**src/rtl/pipe_pkg.sv**
```systemverilog
`default_nettype none
// ============================================================================
// Module   : pipe_pkg
// Brief    : Shared constants, action enum and stall decode for pipeline regs
// Revision : 1.0  initial release
// ============================================================================
package pipe_pkg;

    localparam logic c_stop    = 1'b1;
    localparam logic c_no_stop = 1'b0;

    localparam int STG_PC  = 0;
    localparam int STG_IF  = 1;
    localparam int STG_ID  = 2;
    localparam int STG_EX  = 3;
    localparam int STG_MEM = 4;
    localparam int STG_WB  = 5;

    localparam int c_payload_w_def = 128;
    localparam int c_side_w_def    = 66;

    typedef enum logic [2:0] {
        ACT_RESET   = 3'd0,
        ACT_FLUSH   = 3'd1,
        ACT_BUBBLE  = 3'd2,
        ACT_CAPTURE = 3'd3,
        ACT_HOLD    = 3'd4
    } action_e;

    // First matching rule wins: reset, flush, bubble, capture, hold.
    function automatic action_e decode_action(
        input logic rst,
        input logic flush,
        input logic up,
        input logic dn
    );
        if (rst)                                return ACT_RESET;
        if (flush)                              return ACT_FLUSH;
        if (up == c_stop && dn == c_no_stop)    return ACT_BUBBLE;
        if (up == c_no_stop)                    return ACT_CAPTURE;
        return ACT_HOLD;
    endfunction

endpackage
`default_nettype wire

```
**src/rtl/pipe_stage_reg_if.sv**
```systemverilog
`default_nettype none
// ============================================================================
// Module   : pipe_stage_reg_if
// Brief    : Upstream/downstream payload, valid and side-state bundle
// Revision : 1.0  initial release
// ============================================================================
interface pipe_stage_reg_if #(
    parameter int PAYLOAD_W = 128,
    parameter int SIDE_W    = 66
);
    logic                 in_valid;
    logic [PAYLOAD_W-1:0] in_payload;
    logic [SIDE_W-1:0]    in_side;
    logic                 out_valid;
    logic [PAYLOAD_W-1:0] out_payload;
    logic [SIDE_W-1:0]    out_side;

    modport master (
        output in_valid, in_payload, in_side,
        input  out_valid, out_payload, out_side
    );

    modport slave (
        input  in_valid, in_payload, in_side,
        output out_valid, out_payload, out_side
    );
endinterface
`default_nettype wire

```
**src/rtl/pipe_stage_reg_sat_counter.sv**
```systemverilog
`default_nettype none
// ============================================================================
// Module   : sat_counter
// Brief    : Saturating up-counter with synchronous clear
// Revision : 1.0  initial release
// ============================================================================
module sat_counter #(
    parameter int W = 32
) (
    input  wire logic         clk,
    input  wire logic         rst,
    input  wire logic         inc,
    input  wire logic         clr,
    output logic [W-1:0]      count
);
    localparam logic [W-1:0] c_max = '1;

    logic [W-1:0] r_count;

    always_ff @(posedge clk) begin
        if (rst || clr) begin
            r_count <= '0;
        end else if (inc && r_count != c_max) begin
            r_count <= r_count + 1'b1;
        end
    end

    assign count = r_count;
endmodule
`default_nettype wire

```
**src/rtl/pipe_stage_reg.sv**
```systemverilog
`default_nettype none
// ============================================================================
// Module   : pipe_stage_reg
// Brief    : Inter-stage pipeline register with bubble/hold/flush, perf
//            counters and a hold watchdog
// Revision : 1.0  initial release
// ============================================================================
module pipe_stage_reg
    import pipe_pkg::*;
#(
    parameter int PAYLOAD_W = c_payload_w_def,
    parameter int SIDE_W    = c_side_w_def,
    parameter int STALL_W   = 6,
    parameter int STAGE     = STG_EX,
    parameter int CNT_W     = 32,
    parameter int WDOG      = 1024
) (
    input  wire logic               clk,
    input  wire logic               rst,
    input  wire logic [STALL_W-1:0] stall,
    input  wire logic               flush,
    input  wire logic               perf_clr,
    pipe_stage_reg_if.slave         bus,
    output logic [CNT_W-1:0]        cnt_hold,
    output logic [CNT_W-1:0]        cnt_bubble,
    output logic [CNT_W-1:0]        cnt_flush,
    output logic                    wdog_err
);
    generate
        if (STAGE + 1 >= STALL_W) begin : g_stage_check
            $error("pipe_stage_reg: STAGE+1 must be below STALL_W");
        end
    endgenerate

    localparam int              RUN_W     = $clog2(WDOG + 2);
    localparam logic [RUN_W-1:0] c_run_max = RUN_W'(WDOG + 1);

    action_e                w_act;
    logic                   w_up;
    logic                   w_dn;
    logic [RUN_W-1:0]       w_run_nxt;
    logic                   w_unused_stall;

    logic                   r_valid;
    logic [PAYLOAD_W-1:0]   r_payload;
    logic [SIDE_W-1:0]      r_side;
    logic [RUN_W-1:0]       r_run;
    logic                   r_wdog_err;

    assign w_up           = stall[STAGE];
    assign w_dn           = stall[STAGE+1];
    assign w_unused_stall = ^stall;

    always_comb begin
        w_act     = decode_action(rst, flush, w_up, w_dn);
        w_run_nxt = '0;
        if (w_act == ACT_HOLD) begin
            w_run_nxt = (r_run == c_run_max) ? r_run : r_run + 1'b1;
        end
    end

    always_ff @(posedge clk) begin
        case (w_act)
            ACT_RESET, ACT_FLUSH: begin
                r_valid   <= 1'b0;
                r_payload <= '0;
                r_side    <= '0;
            end
            ACT_BUBBLE: begin
                // All-zero payload is the NOP encoding.
                r_valid   <= 1'b0;
                r_payload <= '0;
                r_side    <= bus.in_side;
            end
            ACT_CAPTURE: begin
                r_valid   <= bus.in_valid;
                r_payload <= bus.in_valid ? bus.in_payload : '0;
                r_side    <= '0;
            end
            default: begin
                r_side    <= bus.in_side;
            end
        endcase
    end

    always_ff @(posedge clk) begin
        r_run <= w_run_nxt;
        if (rst || perf_clr) begin
            r_wdog_err <= 1'b0;
        end else if (w_run_nxt == c_run_max) begin
            r_wdog_err <= 1'b1;
        end
    end

    sat_counter #(.W(CNT_W)) u_cnt_hold (
        .clk   (clk),
        .rst   (rst),
        .inc   (w_act == ACT_HOLD),
        .clr   (perf_clr),
        .count (cnt_hold)
    );

    sat_counter #(.W(CNT_W)) u_cnt_bubble (
        .clk   (clk),
        .rst   (rst),
        .inc   (w_act == ACT_BUBBLE),
        .clr   (perf_clr),
        .count (cnt_bubble)
    );

    sat_counter #(.W(CNT_W)) u_cnt_flush (
        .clk   (clk),
        .rst   (rst),
        .inc   (w_act == ACT_FLUSH),
        .clr   (perf_clr),
        .count (cnt_flush)
    );

    assign bus.out_valid   = r_valid;
    assign bus.out_payload = r_payload;
    assign bus.out_side    = r_side;
    assign wdog_err        = r_wdog_err;
endmodule
`default_nettype wire

```
**src/flat_wrapper.sv**
```systemverilog
// flat-port wrapper written by rule: the top's interface ports become plain ports
module pipe_stage_reg_flat import pipe_pkg::*;
#(
    parameter int PAYLOAD_W = c_payload_w_def,
    parameter int SIDE_W    = c_side_w_def,
    parameter int STALL_W   = 6,
    parameter int STAGE     = STG_EX,
    parameter int CNT_W     = 32,
    parameter int WDOG      = 1024
)
  (clk, rst, stall, flush, perf_clr, cnt_hold, cnt_bubble, cnt_flush, wdog_err, bus_in_valid, bus_in_payload, bus_in_side, bus_out_valid, bus_out_payload, bus_out_side);
  pipe_stage_reg_if #(.PAYLOAD_W(PAYLOAD_W), .SIDE_W(SIDE_W)) bus_i ();
  input  wire logic clk;
  input  wire logic rst;
  input  wire logic [STALL_W-1:0] stall;
  input  wire logic flush;
  input  wire logic perf_clr;
  output logic [CNT_W-1:0] cnt_hold;
  output logic [CNT_W-1:0] cnt_bubble;
  output logic [CNT_W-1:0] cnt_flush;
  output logic wdog_err;
  input wire logic [$bits(bus_i.in_valid)-1:0] bus_in_valid;
  input wire logic [$bits(bus_i.in_payload)-1:0] bus_in_payload;
  input wire logic [$bits(bus_i.in_side)-1:0] bus_in_side;
  output wire logic [$bits(bus_i.out_valid)-1:0] bus_out_valid;
  output wire logic [$bits(bus_i.out_payload)-1:0] bus_out_payload;
  output wire logic [$bits(bus_i.out_side)-1:0] bus_out_side;
  assign bus_i.in_valid = bus_in_valid;
  assign bus_i.in_payload = bus_in_payload;
  assign bus_i.in_side = bus_in_side;
  assign bus_out_valid = bus_i.out_valid;
  assign bus_out_payload = bus_i.out_payload;
  assign bus_out_side = bus_i.out_side;
  pipe_stage_reg #(.PAYLOAD_W(PAYLOAD_W), .SIDE_W(SIDE_W), .STALL_W(STALL_W), .STAGE(STAGE), .CNT_W(CNT_W), .WDOG(WDOG)) u_core (.clk(clk), .rst(rst), .stall(stall), .flush(flush), .perf_clr(perf_clr), .bus(bus_i), .cnt_hold(cnt_hold), .cnt_bubble(cnt_bubble), .cnt_flush(cnt_flush), .wdog_err(wdog_err));
endmodule
```
**config.mk**
```make
export PLATFORM = sky130hd
export DESIGN_NAME = pipe_stage_reg_flat
export DESIGN_NICKNAME = d
export VERILOG_FILES = /design/src/rtl/pipe_pkg.sv /design/src/rtl/pipe_stage_reg_if.sv /design/src/rtl/pipe_stage_reg_sat_counter.sv /design/src/rtl/pipe_stage_reg.sv /design/src/flat_wrapper.sv
export SDC_FILE = /design/constraint.sdc
export NUM_CORES = 1
export LEC_CHECK = 0
export BUFFER_PORTS_ARGS = -buffer_cell sky130_fd_sc_hd__buf_2
export CAP_MARGIN = 10
export CORE_AREA = 3 3 189 191
export DETAILED_ROUTE_END_ITERATION = 6
export DIE_AREA = 0 0 192 194
export PLACE_DENSITY = 0.59
export SYNTH_ARGS = -nofsm -noshare
export SYNTH_HDL_FRONTEND = slang
export SYNTH_HIERARCHICAL = 1
export SYNTH_SLANG_ARGS = --single-unit
```
**constraint.sdc**
```tcl
create_clock -name clk -period 4.8 [get_ports clk]
set_input_delay 0.48 -clock clk [delete_from_list [all_inputs] [get_ports clk]]
set_output_delay 0.48 -clock clk [all_outputs]
set_load 0.05 [all_outputs]
```
==> results.cfg <==
[logic_synthesis]
syn_area_um2 = 12200
synthDistinctLibCells = 52
avgSynthCellArea_um2 = 11.5
ys_seq_area_share_pct = 60.2
ys_warn_count = 6
yosys.area.top_type_share_pct = 31.7
synthFlopType = dfxtp_1
synth-edff-count = 129
yosys-mux-area-fraction_pct = 0.246
ys_top_cells_by_count = and2_1 (197), dfxtp_1 (174), edfxtp_1 (129)
synthCells = 1058
synth_top_family_by_area = simple AND/OR/NAND/NOR gates
synth.most_common_cell = and2_1
synth_nets = 1268
async_reset_ff_share_pct = 0
synth.area.top_cells = edfxtp_1 (32%), dfxtp_1 (29%), and2_1 (10%)
synth_simple_gate_area_share_pct = 24.4
yosysTopAreaCell = edfxtp_1
synth-compound-area-share_pct = 10.9
synth_xor_area_share_pct = 1.00
synth_seq_cells = 303
synthAdderAreaFrac_pct = 0.512

[global_routing]
grt-ovfl-total = 0
use_met2_pct = 31.9
use_met1_pct = 20.3
antenna_found_initial = 15
use_met3_pct = 6.96
first_global_vias = 9610
grt_start_max_net_pins = 130
grt_pass1_wl_um = 54700
busiest_layer = met2
grt_use_total_pct = 18.5

[sta]
fin_crit_ns = 2.43
min_period_over_period_pct = 50.7
worst_slew_pin_slew_ns = 1.07
final-setup-viol-count = 0
slew_violations = 0
rsz0062_at_grt = no
relSlewSlack_pct = 29.0
setup_slack_ns = 2.37
fin_setup_tns_ns = 0
hold_viol = 0
clock_skew_ns = 0.0157
clock.fmax_mhz = 411

[min_path]
hold_path_class = input port to register

[setup_path]
crit_type = input port to register
worstPathRequired_ns = 5.22
cp.arrival_ns = 2.86
critical_path.max_fanout = 55
setup.worst_path.end_class = register
critPathLaunchType = input port

[finish]
num-nets-final = 1755
drive_above_1_share_pct = 40.3
fillCellCount = 3271
area_growth_pct = 32.4

[clock_tree]
clk_path_buf_depth = 3
clk_pin_slew_ns = 0.06
post_cts_buffers = 0
clk_latency_ns = 0.51
cts_resized = 0
cts_tree = built
h-tree-depth = 2
cts_hold_buf = 0
cts_sinks = 303
cts-root-buf = clkbuf_16
cts_buffers = 35

[pwr]
leakage_nw = 7.00
power_density_nw_per_um2 = 360
power_mw = 5.82
vdd_drop_max_v = 0.000283

[die]
die_area_um2 = 37200
dieHeight_um = 194
coreArea_um2 = 34300
die_w_um = 192
initial_utilization_pct = 35.6
core.rowCount = 68
io_pins = 497

[drt]
drtIter0Drc = 502
ant_nets = 0
drt_first_pass_iters = 5
viasPerCell = 4.90
vias = 9963
finalWirelength_um = 36500
drc = 0
drt-wirelength-per-cell_um = 18.0

[run]
cap_violations = 0

[status]
status = finished clean

[place]
portBuffers = 492
gp_congestion = 0.785
place_ws_ns = 1.85
hpwl_um = 26600
==> logic make-up after synthesis <==
logic type	after synthesis
adders and majority gates	5
and+or+nand+nor	478
xor gates and xnor gates	14
AOI/OAI and AO/OA	195
muxes	3
buffers and inverters	60
DFF	303
==> through the flow <==
step / util [%] / area, um^2 / hold WS (ns) / std cells
final: 47.2 / 16200 / 0.170 / 2032
after global routing: 47.1 / 16200 / 0.151 / 2026
after CTS: 47.1 / 16200 / 0.145 / 2024
after detailed placement: 43.9 / 15000 / 0.452 / 1963
after global placement: 43.9 / 15000 / 0.443 / 1963
after floorplan: - / 12200 / 0.471 / 1058
==> state kept, by name (all words and copies together) (netlist names) <==
name / cells
u_core/bus.out_side: 66
u_core/u_cnt_bubble/count: 32
u_core/bus.out_payload: 128
u_core/u_cnt_flush/count: 32
u_core/bus.out_valid: 1
u_core/r_run: 11
u_core/u_cnt_hold/count: 32
u_core/wdog_err: 1
==> power breakdown <==
| group | switching [mW] | total [mW] | leakage (nW) | internal, mW |
|---|---|---|---|---|
| Combinational | 0.330 | 0.449 | 3.51 | 0.120 |
| Clock | 1.05 | 2.62 | 0.556 | 1.57 |
| Sequential | 0.0159 | 2.75 | 2.94 | 2.74 |
==> layout make-up <==
| type | count | area (um^2) | share of cell area, % |
|---|---|---|---|
| diodes | 8 | 20.0 | 0.124 |
| multi-input cells | 695 | 4560 | 28.2 |
| flip-flops and latches | 303 | 7360 | 45.5 |
| repair buffers | 495 | 2500 | 15.4 |
| inverters | 15 | 56.3 | 0.348 |
| well taps | 455 | 569 | 3.52 |
| clock inverters | 16 | 170 | 1.05 |
| clock buffers | 45 | 953 | 5.89 |
==> worst paths after layout <==
kind                         startpoint                     endpoint  slack [ns]  cells after the start
min reg2reg             u_core/wdog_err              u_core/wdog_err        0.46                      2
min                     bus_in_side[58]      u_core/bus.out_side[58]        0.17                      2
max                                 rst  u_core/u_cnt_hold/count[17]        2.37                      8
max reg2reg  u_core/u_cnt_hold/count[0]   u_core/u_cnt_hold/count[1]        2.43                      6
==> worst max-delay path, stage by stage <==
cell,delay [ns]
buf_2,0.15
nor3b_4,0.43
nand2_8,0.33
inv_1,0.32
and3_4,0.27
o311ai_4,0.23
or3_2,0.49
a21oi_2,0.13
==> layout by cell type (no fill, tap or decap), types with 30 or more instances in the layout <==
| master | instances |
|---|---|
| o21ai_0 | 32 |
| edfxtp_1 | 129 |
| and2_1 | 197 |
| nand3_1 | 38 |
| or3_1 | 46 |
| o31ai_1 | 30 |
| nand2_1 | 43 |
| a21oi_1 | 67 |
| dfxtp_1 | 174 |
| clkbuf_16 | 35 |
| buf_2 | 492 |
==> routing by layer <==
layer	up-vias	part of all wire [%]
met4	12	4.4
met1	4607	37
met3	92	10
li1	4839	-
met2	413	48
met5	-	0.22
(Power assumes the default switching activity.)
